<file path="src/rtl/mem_port_arbiter.sv">
// rtl/mem_port_arbiter.sv - two-port arbiter/sequencer for single-ported Mem; MEM_ARB_RR_EN selects round-robin
module mem_port_arbiter #(
  parameter int DEPTH = 64
) (
  input  logic        clock_in,
  input  logic        rst,
  input  logic        i_req,
  input  logic [31:0] i_addr,
  output logic [31:0] i_rdata,
  output logic        i_done,
  input  logic        d_req,
  input  logic        d_we,
  input  logic [31:0] d_addr,
  input  logic [31:0] d_wdata,
  output logic [31:0] d_rdata,
  output logic        d_done,
  output logic        err,
  output logic        busy,
  output logic [31:0] mem_addr,
  output logic [31:0] mem_wdata,
  output logic        mem_read,
  output logic        mem_write,
  input  logic [31:0] mem_rdata
);

  typedef enum logic [1:0] {S_IDLE, S_ACCESS, S_RESP} state_t;

  state_t      r_state;
  state_t      w_state_next;
  logic        r_own_d;
  logic        r_we;
  logic        w_pending;
  logic        w_grant_d;
  logic        w_sel_we;
  logic        w_legal;
  logic [31:0] w_sel_addr;

  assign w_pending = i_req | d_req;

`ifdef MEM_ARB_RR_EN
  logic r_last_d;

  // last_d=0 (fetch) after reset, so the data port wins the first conflict
  always_ff @(posedge clock_in) begin
    if (rst) begin
      r_last_d <= 1'b0;
    end else if (r_state == S_IDLE && w_pending) begin
      r_last_d <= w_grant_d;
    end
  end

  assign w_grant_d = d_req & (~i_req | ~r_last_d);
`else
  assign w_grant_d = d_req;
`endif

  assign w_sel_addr = w_grant_d ? d_addr : i_addr;
  assign w_sel_we   = w_grant_d & d_we;
  assign w_legal    = (w_sel_addr[1:0] == 2'b00) && (w_sel_addr < 32'(4 * DEPTH));

  always_comb begin
    w_state_next = r_state;
    case (r_state)
      S_IDLE:   if (w_pending) w_state_next = w_legal ? S_ACCESS : S_RESP;
      S_ACCESS: w_state_next = S_RESP;
      S_RESP:   w_state_next = S_IDLE;
      default:  w_state_next = S_IDLE;
    endcase
  end

  always_ff @(posedge clock_in) begin
    if (rst) begin
      r_state <= S_IDLE;
    end else begin
      r_state <= w_state_next;
    end
  end

  // Outputs are registered from the upcoming state so strobes align with ACCESS
  always_ff @(posedge clock_in) begin
    if (rst) begin
      r_own_d   <= 1'b0;
      r_we      <= 1'b0;
      i_rdata   <= '0;
      d_rdata   <= '0;
      i_done    <= 1'b0;
      d_done    <= 1'b0;
      err       <= 1'b0;
      busy      <= 1'b0;
      mem_addr  <= '0;
      mem_wdata <= '0;
      mem_read  <= 1'b0;
      mem_write <= 1'b0;
    end else begin
      i_done    <= 1'b0;
      d_done    <= 1'b0;
      err       <= 1'b0;
      mem_read  <= 1'b0;
      mem_write <= 1'b0;
      mem_addr  <= '0;
      mem_wdata <= '0;
      busy      <= (w_state_next != S_IDLE);
      case (r_state)
        S_IDLE: begin
          if (w_pending) begin
            r_own_d <= w_grant_d;
            r_we    <= w_sel_we;
            if (w_legal) begin
              mem_addr  <= w_sel_addr;
              mem_read  <= ~w_sel_we;
              mem_write <= w_sel_we;
              mem_wdata <= w_sel_we ? d_wdata : 32'h0;
            end else begin
              i_done <= ~w_grant_d;
              d_done <= w_grant_d;
              err    <= 1'b1;
            end
          end
        end
        S_ACCESS: begin
          i_done <= ~r_own_d;
          d_done <= r_own_d;
          if (!r_we) begin
            if (r_own_d) d_rdata <= mem_rdata;
            else         i_rdata <= mem_rdata;
          end
        end
        default: ;
      endcase
    end
  end

endmodule

</file>
<file path="config.mk">
export PLATFORM = sky130hd
export DESIGN_NAME = mem_port_arbiter
export DESIGN_NICKNAME = d
export VERILOG_FILES = /design/src/rtl/mem_port_arbiter.sv
export SDC_FILE = /design/constraint.sdc
export NUM_CORES = 1
export LEC_CHECK = 0
export CAP_MARGIN = 10
export CELL_PAD_IN_SITES_DETAIL_PLACEMENT = 1
export CELL_PAD_IN_SITES_GLOBAL_PLACEMENT = 2
export CORE_AREA = 2 2 166 128
export CTS_CLUSTER_SIZE = 28
export DETAILED_ROUTE_END_ITERATION = 10
export DIE_AREA = 0 0 168 130
export GPL_TIMING_DRIVEN = 0
export PLACE_DENSITY_LB_ADDON = 0.1
export REMOVE_ABC_BUFFERS = 1
export SLEW_MARGIN = 40
export SYNTH_ARGS = -nofsm -noshare
export SYNTH_HDL_FRONTEND = slang
export SYNTH_SLANG_ARGS = --single-unit
</file>
<file path="constraint.sdc">
create_clock -name clock_in -period 2.55 [get_ports clock_in]
set_input_delay 0.51 -clock clock_in [delete_from_list [all_inputs] [get_ports clock_in]]
set_output_delay 0.51 -clock clock_in [all_outputs]
set_load 0.01 [all_outputs]
</file>
## Word-level counts from Yosys, hierarchy flattened

Cells that the tools add are included.

| storage, ports and cells | value |
|---|---|
| register bits | 138 |
| bits of input ports | 133 |
| output and inout bits | 134 |

| cells by class | value |
|---|---|
| $lt $le $gt $ge | 1 |
| equality and inequality tests | 1 |
| multiplexer cells | 11 |
| bitwise operators | 9 |
| reductions and logical operators | 10 |

Operators by type and width:

| cell | count |
|---|---|
| $lt 32x9->1 const B | 1 |
| $mux 32 | 1 |
| $not 1->1 | 7 |
| $reduce_and 3->1 | 2 |
| $mux 1 | 5 |
| $reduce_or 5->1 | 1 |
| $logic_not 2->1 | 2 |
| $mux 2 | 2 |
| $pmux 1 s2 | 2 |
| $pmux 2 s2 | 1 |
| $reduce_or 4->1 | 1 |
| $reduce_or 3->1 | 1 |
| $eq 2x1->1 const B | 1 |
| $reduce_and 2->1 | 1 |
| $reduce_bool 2->1 | 1 |
| $and 1x1->1 | 1 |
| $logic_and 1x1->1 | 1 |
| $or 1x1->1 | 1 |

## Logic depth before layout (Yosys ltp)

Gate-level depths: netlist of run 1.

| depth | value |
|---|---|
| word-level depth | 7 |
| gate-level depth with buffers | 6 |

## Least setup slack after synthesis of run 1

Ideal clock, no wire load.

| timing path | value |
|---|---|
| kind | input-to-reg |
| start point | input port d_addr[31] |
| end point | register mem_wdata[22] |
| library setup time | 0.059 ns |
| data arrival time | 1.777 ns |
| required time | 2.491 ns |
| setup slack | 0.715 ns |
| cell stages on the path | 5 |
| buffers on the path | 1 |
| cell sequence | nor4_1 > nand3_2 > a2111oi_4 > buf_6 > and2_1 |

| on the way | value |
|---|---|
| longest elaborated chain between the ends | 5 |

RTL lines:

| what | RTL line | text |
|---|---|---|
| from (decl) | 13 | `input logic [31:0] d_addr,` |
| $mux 32 | 57 | `assign w_sel_addr = w_grant_d ? d_addr : i_addr;` |
| $lt 32x9->1 | 59 | `assign w_legal = (w_sel_addr[1:0] == 2'b00) && (w_sel_addr < 32'(4 * DEPTH));` |
| $logic_and 1x1->1 | 59 |  |
| $not 1->1 (no source line) | n/a |  |
| $reduce_or 5->1 (no source line) | n/a |  |
| to (signal assigned) | 112 | `mem_wdata <= w_sel_we ? d_wdata : 32'h0;` |
| to (decl) | 20 | `output logic [31:0] mem_wdata,` |

Every way passes these cells.
A chain may end at the register's enable or synchronous reset.

## Final worst setup path of run 1

| timing path | value |
|---|---|
| start point | input port d_addr[31] |
| end point | register mem_wdata[9] |

The elaborated chain is that of the path after synthesis.

==> summary.txt, run 1 <==
Route
  – DRC violations left: 0
  – Vias: 4,290
  – Detailed Routing Iterations Pass 1: 4
  – Routed vias/inst: 4.194
  – Antenna Nets Post-Route: 0
  – Iteration-0 DRC Markers: 103
  – Post-Route WL: 16.20 mm
  – Drt wl/cell: 15.83 um

CTS
  – Clock transition at path regs: 0.07 ns
  – H-Tree Level Count: 4
  – Number of buffers created by CTS: 17
  – Post-CTS Hold Buffers: 0
  – Post-CTS sizing: 0
  – Post-CTS setup repair buffer count: 0
  – CTS tree: yes
  – Root Driver: clkbuf_16
  – Clock Path Buffers: 2
  – CTS Sinks: 138
  – Clk_lat worst skew: 0.42 ns

Critical path
  – Worst EP arrival: 2.51 ns
  – Reg-to-reg critical path endpoint: d_rdata[6]
  – Critical path's largest stage delay: 0.52 ns
  – CP max stage cell: a2111oi_4
  – Reg2Reg Launch Point: r_state[0]
  – Req. time, crit path: 2.91 ns
  – R2R depth: 5
  – Crit Path Category: input port to register
  – Crit end category: register
  – R2R Setup Slk: 0.45 ns
  – CP dominant cell by count: buf_4
  – Worst-path maximum fanout: 10
  – Crit path from: d_addr[31]
  – Startpoint Class: input port
  – Critical-path cell list: clkdlybuf4s50_1, nor4_1, nand3_2, a2111oi_4, buf_4, buf_4, and2_1

Cells and area
  – Layout Utilization: 39.44%
  – N_diodes: 0
  – Area of the multi-input gates: 1590 um2
  – Final non-filler cell total: 1,023
  – Area Growth Syn to Fin: 83.87%
  – Design Area, Final: 8059 um2
  – Fillcell total: 2,304
  – Nets: 879
  – Sequential cell area: 2763 um2
  – Share of cells above drive strength 1: 7.246%

Pwr
  – Pleak: 2.872 nW
  – Pwr dens: 621.6 nW/um2
  – Power, Total: 5.009 mW
  – VDD IR max: 0.2932 mV

Die
  – Die X: 168 um
  – Core box area: 20,430 um2
  – Die H: 130 um
  – # rows: 46
  – Die Footprint: 21,840 um2
  – Initial core utilization: 21.45%
  – I/O pin count: 267

STA
  – Final setup fails: 0
  – Final worst path period need: 2.151 ns
  – Fmax: 464.9 MHz
  – Final Cycle Share: 84.35%
  – Worst Skew: 0.01108 ns
  – RSZ-0062 raised after global routing: no
  – Max-slew violations: 0
  – Final Hold Viols: 0
  – Final worst slack: 0.3991 ns
  – Relative slew margins: 51.22%
  – Setup tns final: 0 ns
  – WHS: 0.4246 ns
  – Slew @ Worst Pin: 0.7301 ns

Global routing
  – Total congestion overflow: 0
  – Vias in the first global route: 4,552
  – First-pass GRT wire length: 24.74 mm
  – Largest net degree at the start of global routing: 53
  – Initial antenna violation count: 1
  – Overall Global Routing Usage: 15.02%

Yosys
  – Sequential area share after synthesis: 63.03%
  – Synthesized cell area: 4383 um2
  – YS warnings: 0
  – Netlist cell types: 34
  – Syn avg cell area: 9.633 um2
  – Synthesized netlist cell count: 455
  – FF+latch count, synth: 138
  – Post-synth top area cell: dfxtp_1
  – Synth top area cells: dfxtp_1, nand2_1, a21oi_1, and2_1, clkbuf_1
  – Top-area cell type share of the netlist area: 63.03%

Hold path
  – Hold Crit Class: input port to register
  – Worst hold path startpoint: rst
  – Worst Hold Depth: 2
  – Worst hold endpoint: i_rdata[10]

Placement
  – GP Congestion: 0.6876
  – Post-Place Setup Slack: -0.09946 ns
  – Post-DP HPWL: 12.32 mm
  – Placement Cell Area: 7470 um2
  – Count of input and output buffers: 266
  – Placed cells: 991

Run
  – Max-cap violations: 0

Status
  – Outcome: complete, no violations
==> Yosys cell counts, drive strengths merged <==
| cell type | n |
|---|---|
| and2 | 34 |
| a21o | 1 |
| clkbuf | 17 |
| nand3 | 3 |
| nor4b | 1 |
| o211ai | 1 |
| o21ba | 1 |
| or4 | 1 |
| nor2 | 5 |
| a22oi | 1 |
| a2111oi | 1 |
| nor3b | 1 |
| inv | 1 |
| or2 | 1 |
| buf | 10 |
| mux2 | 1 |
| o31a | 2 |
| mux2i | 6 |
| conb | 1 |
| dfxtp | 138 |
| nor4 | 11 |
| or3b | 1 |
| nor3 | 8 |
| o21ai | 3 |
| nand3b | 2 |
| nand4 | 2 |
| a32oi | 1 |
| nand2 | 131 |
| nand2b | 1 |
| a21oi | 67 |
| nor2b | 1 |
==> registers in the layout (all words and copies together), names as in the netlist <==
signal     flops
d_rdata       32
i_rdata       32
mem_addr      32
mem_wdata     32
r_state        2
busy           1
d_done         1
err            1
i_done         1
mem_read       1
mem_write      1
r_own_d        1
r_we           1
==> worst max-delay path: cells and delay by family <==
family / cells / cell delay [ns]
simple gates: 3 / 0.68
buf+inv: 3 / 0.79
compound gates: 1 / 0.52
==> area by class of cell <==
class,instances,share of cell area [%]
inverters,1,0.04658
repair buffers,274,34.53
flip-flops and latches,138,34.28
multi-input cells,314,19.73
well taps,264,4.099
clock buffers,18,5.449
clock inverters,14,1.863
==> layer usage <==
layer  track usage [%]  vias up  part of all wire [%]  wire length [um]
li1                  -     2056                     -                 -
met1             15.71     2043                    39              6280
met2             24.67      162                    47              7594
met3             9.342       27                    12              2016
met4             5.934        2                   1.8               292
met5                 0        -                 0.080                13
==> worst max-delay path by stage <==
stage / end / slack (ns) / cells past startpoint
2_1_floorplan: i_rdata[0] / 0.42 / 4
3_3_place_gp: mem_wdata[13] / -1.97 / 5
3_5_place_dp: mem_wdata[3] / -0.1 / 7
4_1_cts: mem_wdata[3] / 0.37 / 7
5_1_grt: mem_wdata[26] / 0.22 / 7
6_report: mem_wdata[9] / 0.40 / 7
==> report_power, final <==
part / leakage, nW / switching, mW / internal [mW] / total, mW
Combinational: 1.47 / 0.105 / 0.239 / 0.344
Clock: 0.282 / 1.06 / 1.41 / 2.47
Sequential: 1.12 / 0.0106 / 2.18 / 2.19
==> cell families (layout without fill, tap and decap cells) <==
group	Yosys count	in the layout	synth area share, %
AO/OA/AOI/OAI	78	78	9.963
buffers and inverters	28	307	3.254
multiplexers	7	7	1.627
AND/OR/NAND/NOR	203	203	22.04
other	1	26	0.08556
flip-flops	138	138	63.03
==> cell usage in the layout, fill, tap and decap left out, drive strengths merged, types with 3 or more instances in the layout <==
cell type and instances:
dfxtp 138, a21oi 67, nand2 131, clkdlybuf4s50 264
and2 34, o21ai 3, nor4 11, inv 10
nor3 8, clkbuf 18, mux2i 6, nor2 5
conb 26, clkinvlp 3, nand3 3, buf 10
(Power assumes the default switching activity.)
==> run 2, diff against run 1 <==
Settings changed: CORE_AREA 2 2 166 128 to 2 2 184 141, DIE_AREA 0 0 168 130 to 0 0 186 143.
Clock period 2.55 ns to 1.8 ns, I/O delays scaled along.
==> run 2 against run 1 <==
Flip-flop and latch count stayed put. Utilization is 5.6 points lower. Worst hold slack worse by 0.10 ns. Wire length is 5.4% higher. Sequential power is 42% higher. Non-clock buffer count is 5 higher. Critical path type unchanged. Largest cell class unchanged.
==> summary.txt, run 2 (same netlist as run 1, synthesis figures left out) <==
CTS
  – Clk_lat worst skew: 0.42 ns (about the same)
  – Clock Path Buffers: 2 (unchanged)
  – Number of buffers created by CTS: 17 (unchanged)
  – H-Tree Level Count: 4 (unchanged)
  – Root Driver: clkbuf_16
  – Clock transition at path regs: 0.06 ns (about the same)
  – CTS Sinks: 138 (unchanged)
  – Post-CTS Hold Buffers: 0 (unchanged)
  – CTS tree: yes

STA
  – Setup tns final: 0 ns (unchanged)
  – Worst Skew: 0.005502 ns (-0.005574 ns)
  – Final worst slack: 0.07077 ns (-0.3283 ns)
  – Max-slew violations: 0 (unchanged)
  – Final worst path period need: 1.729 ns
  – Final Cycle Share: 96.07%
  – Final Hold Viols: 0 (unchanged)
  – Final setup fails: 0 (unchanged)
  – Fmax: 578.3 MHz

Critical path
  – CP top delay family: buffers and inverters
  – Req. time, crit path: 2.16 ns (-0.75 ns)
  – Startpoint Class: input port
  – Crit end category: register
  – Worst EP arrival: 2.09 ns (-0.42 ns)
  – Crit Path Category: input port to register
  – CP max stage cell: clkdlybuf4s50_1
  – R2R depth: 6 (+1)
  – Critical path's largest stage delay: 0.44 ns (-0.08 ns)
  – R2R Setup Slk: 0.14 ns (-0.31 ns)
  – Buffers and inverters on the worst path: 3 (unchanged)
  – Worst-path maximum fanout: 7 (-3)
  – Reg-to-reg critical path endpoint: mem_wdata[26]
  – Reg2Reg Launch Point: r_state[0]
  – Critical-path cell list: clkdlybuf4s50_1, nor4_4, nand3_4, a2111oi_4, buf_6, clkbuf_16, and2_1

Run
  – Max-cap violations: 0 (unchanged)

Cells and area
  – Most common cell after layout, fill and taps aside: clkdlybuf4s50_1
  – Share of cells above drive strength 1: 8.399% (+1.2 points)
  – Commonest non-fill, non-tap cells in the layout: clkdlybuf4s50_1, dfxtp_1, nand2_1
  – Fillcell total: 2,809 (+22%)
  – Nets: 884 (+0.57%)
  – Area of the multi-input gates: 1668 um2 (+4.9%)
  – N_diodes: 0 (unchanged)
  – Area Growth Syn to Fin: 90.92%
  – Sequential cell area: 2763 um2 (unchanged)

Hold path
  – Worst hold endpoint: r_we
  – Worst hold path startpoint: rst
  – Worst Hold Depth: 2 (unchanged)
  – Hold Crit Class: input port to register

Global routing
  – Vias in the first global route: 4,677 (+2.7%)
  – Total congestion overflow: 0 (unchanged)
  – Overall Global Routing Usage: 13.07% (-1.9 points)
  – Initial antenna violation count: 0 (-1)
  – Largest net degree at the start of global routing: 45 (-15%)
  – First-pass GRT wire length: 25.84 mm (+4.5%)

Placement
  – Post-DP HPWL: 12.57 mm (+2.0%)
  – Count of input and output buffers: 266 (unchanged)
  – GP Congestion: 0.6847 (-0.42%)
  – Post-Place Setup Slack: -0.6170 ns (-0.5175 ns)

Route
  – Routed vias/inst: 3.818 (-9.0%)
  – Drt wl/cell: 15.52 um (-2.0%)
  – Vias: 4,200 (-2.1%)
  – Antenna Nets Post-Route: 0 (unchanged)
  – Iteration-0 DRC Markers: 102 (-0.97%)
  – Post-Route WL: 17.07 mm (+5.4%)
  – DRC violations left: 0 (unchanged)
  – Detailed Routing Iterations Pass 1: 4 (unchanged)

Pwr
  – VDD IR max: 0.5600 mV (+91%)
  – Pwr dens: 895.1 nW/um2 (+44%)
  – Pleak: 3.029 nW (+5.5%)

Die
  – Die X: 186 um (+11%)
  – Die H: 143 um (+10%)
  – # rows: 50 (+8.7%)
  – I/O pin count: 267 (unchanged)
  – Initial core utilization: 17.74% (-3.7 points)
  – Die Footprint: 26,600 um2 (+22%)
  – Core box area: 24,710 um2 (+21%)

Status
  – Outcome: complete, no violations
## run 2: cell types whose count changed in the layout (fill, tap and decap cells not counted), sizes merged
cell,change
buf,+3
bufinv,+4
clkbuf,+3
clkdlybuf4s50,-8
clkinv,+3
clkinvlp,-2
dlygate4sd2,+1
dlymetal6s2s,+7
inv,-8
## run 2: metal layers
layer | share of wire (%) | wire length, um | up-vias | global-route usage, %
li1 | - | - | 2066 | -
met1 | 41 | 7048 | 1976 | 14.41
met2 | 46 | 7911 | 147 | 21.25
met3 | 11 | 1919 | 11 | 7.575
met4 | 1.1 | 195 | 0 | 3.978
met5 | 0 | 0 | - | 0
## run 2: how the worst max path moves through the flow
stage                     depth (start not counted)  slack, ns             to  startpoint
after floorplan                                   4      -0.33     i_rdata[0]  r_state[0]
after global placement                            5      -2.68  mem_wdata[27]         rst
after detailed placement                          7      -0.62  mem_wdata[23]  i_addr[31]
after CTS                                         7      -0.02  mem_wdata[23]   i_addr[8]
after global routing                              8      -0.03  mem_wdata[12]  d_addr[25]
final                                             7       0.07  mem_wdata[26]  d_addr[30]
## run 2: final cells by class
type / count / share of cell area (%)
clock buffers: 19 / 5.413
clock inverters: 11 / 2.318
inverters: 1 / 0.04486
multi-input cells: 314 / 19.93
flip-flops and latches: 138 / 33.01
well taps: 338 / 5.054
repair buffers: 279 / 34.23
## run 2: report_power, final
| part | switching [mW] | internal [mW] | leakage [nW] |
|---|---|---|---|
| sequential | 0.0191 | 3.10 | 1.12 |
| combinational | 0.156 | 0.339 | 1.59 |
| clock | 1.36 | 2.52 | 0.315 |
| total | 1.53 | 5.96 | 3.03 |
## run 2: repair_timing
| action | 4_1_cts | 5_1_grt |
|---|---|---|
| setup buffers | 3 | 2 |
| gates cloned | 0 | 1 |
| hold endpoints to repair | 0 | 0 |
| gates resized for setup | 11 | 15 |
| pin swaps | 4 | 8 |
| endpoints found under the setup margin | 87 | 69 |
## run 2: through the flow
step | utilization [%] | cells | power [mW] | cell area (um2) | hold slack, ns
after floorplan | - | 453 | 3.242 | 4338 | 0.4291
after global placement | 30.04 | 1057 | 3.656 | 7423 | 0.4420
after detailed placement | 30.56 | 1064 | 3.671 | 7552 | 0.4471
after CTS | 33.44 | 1097 | 7.630 | 8263 | 0.3037
after global routing | 33.86 | 1100 | 7.801 | 8368 | 0.3210
final | 33.86 | 1100 | 7.491 | 8368 | 0.3249
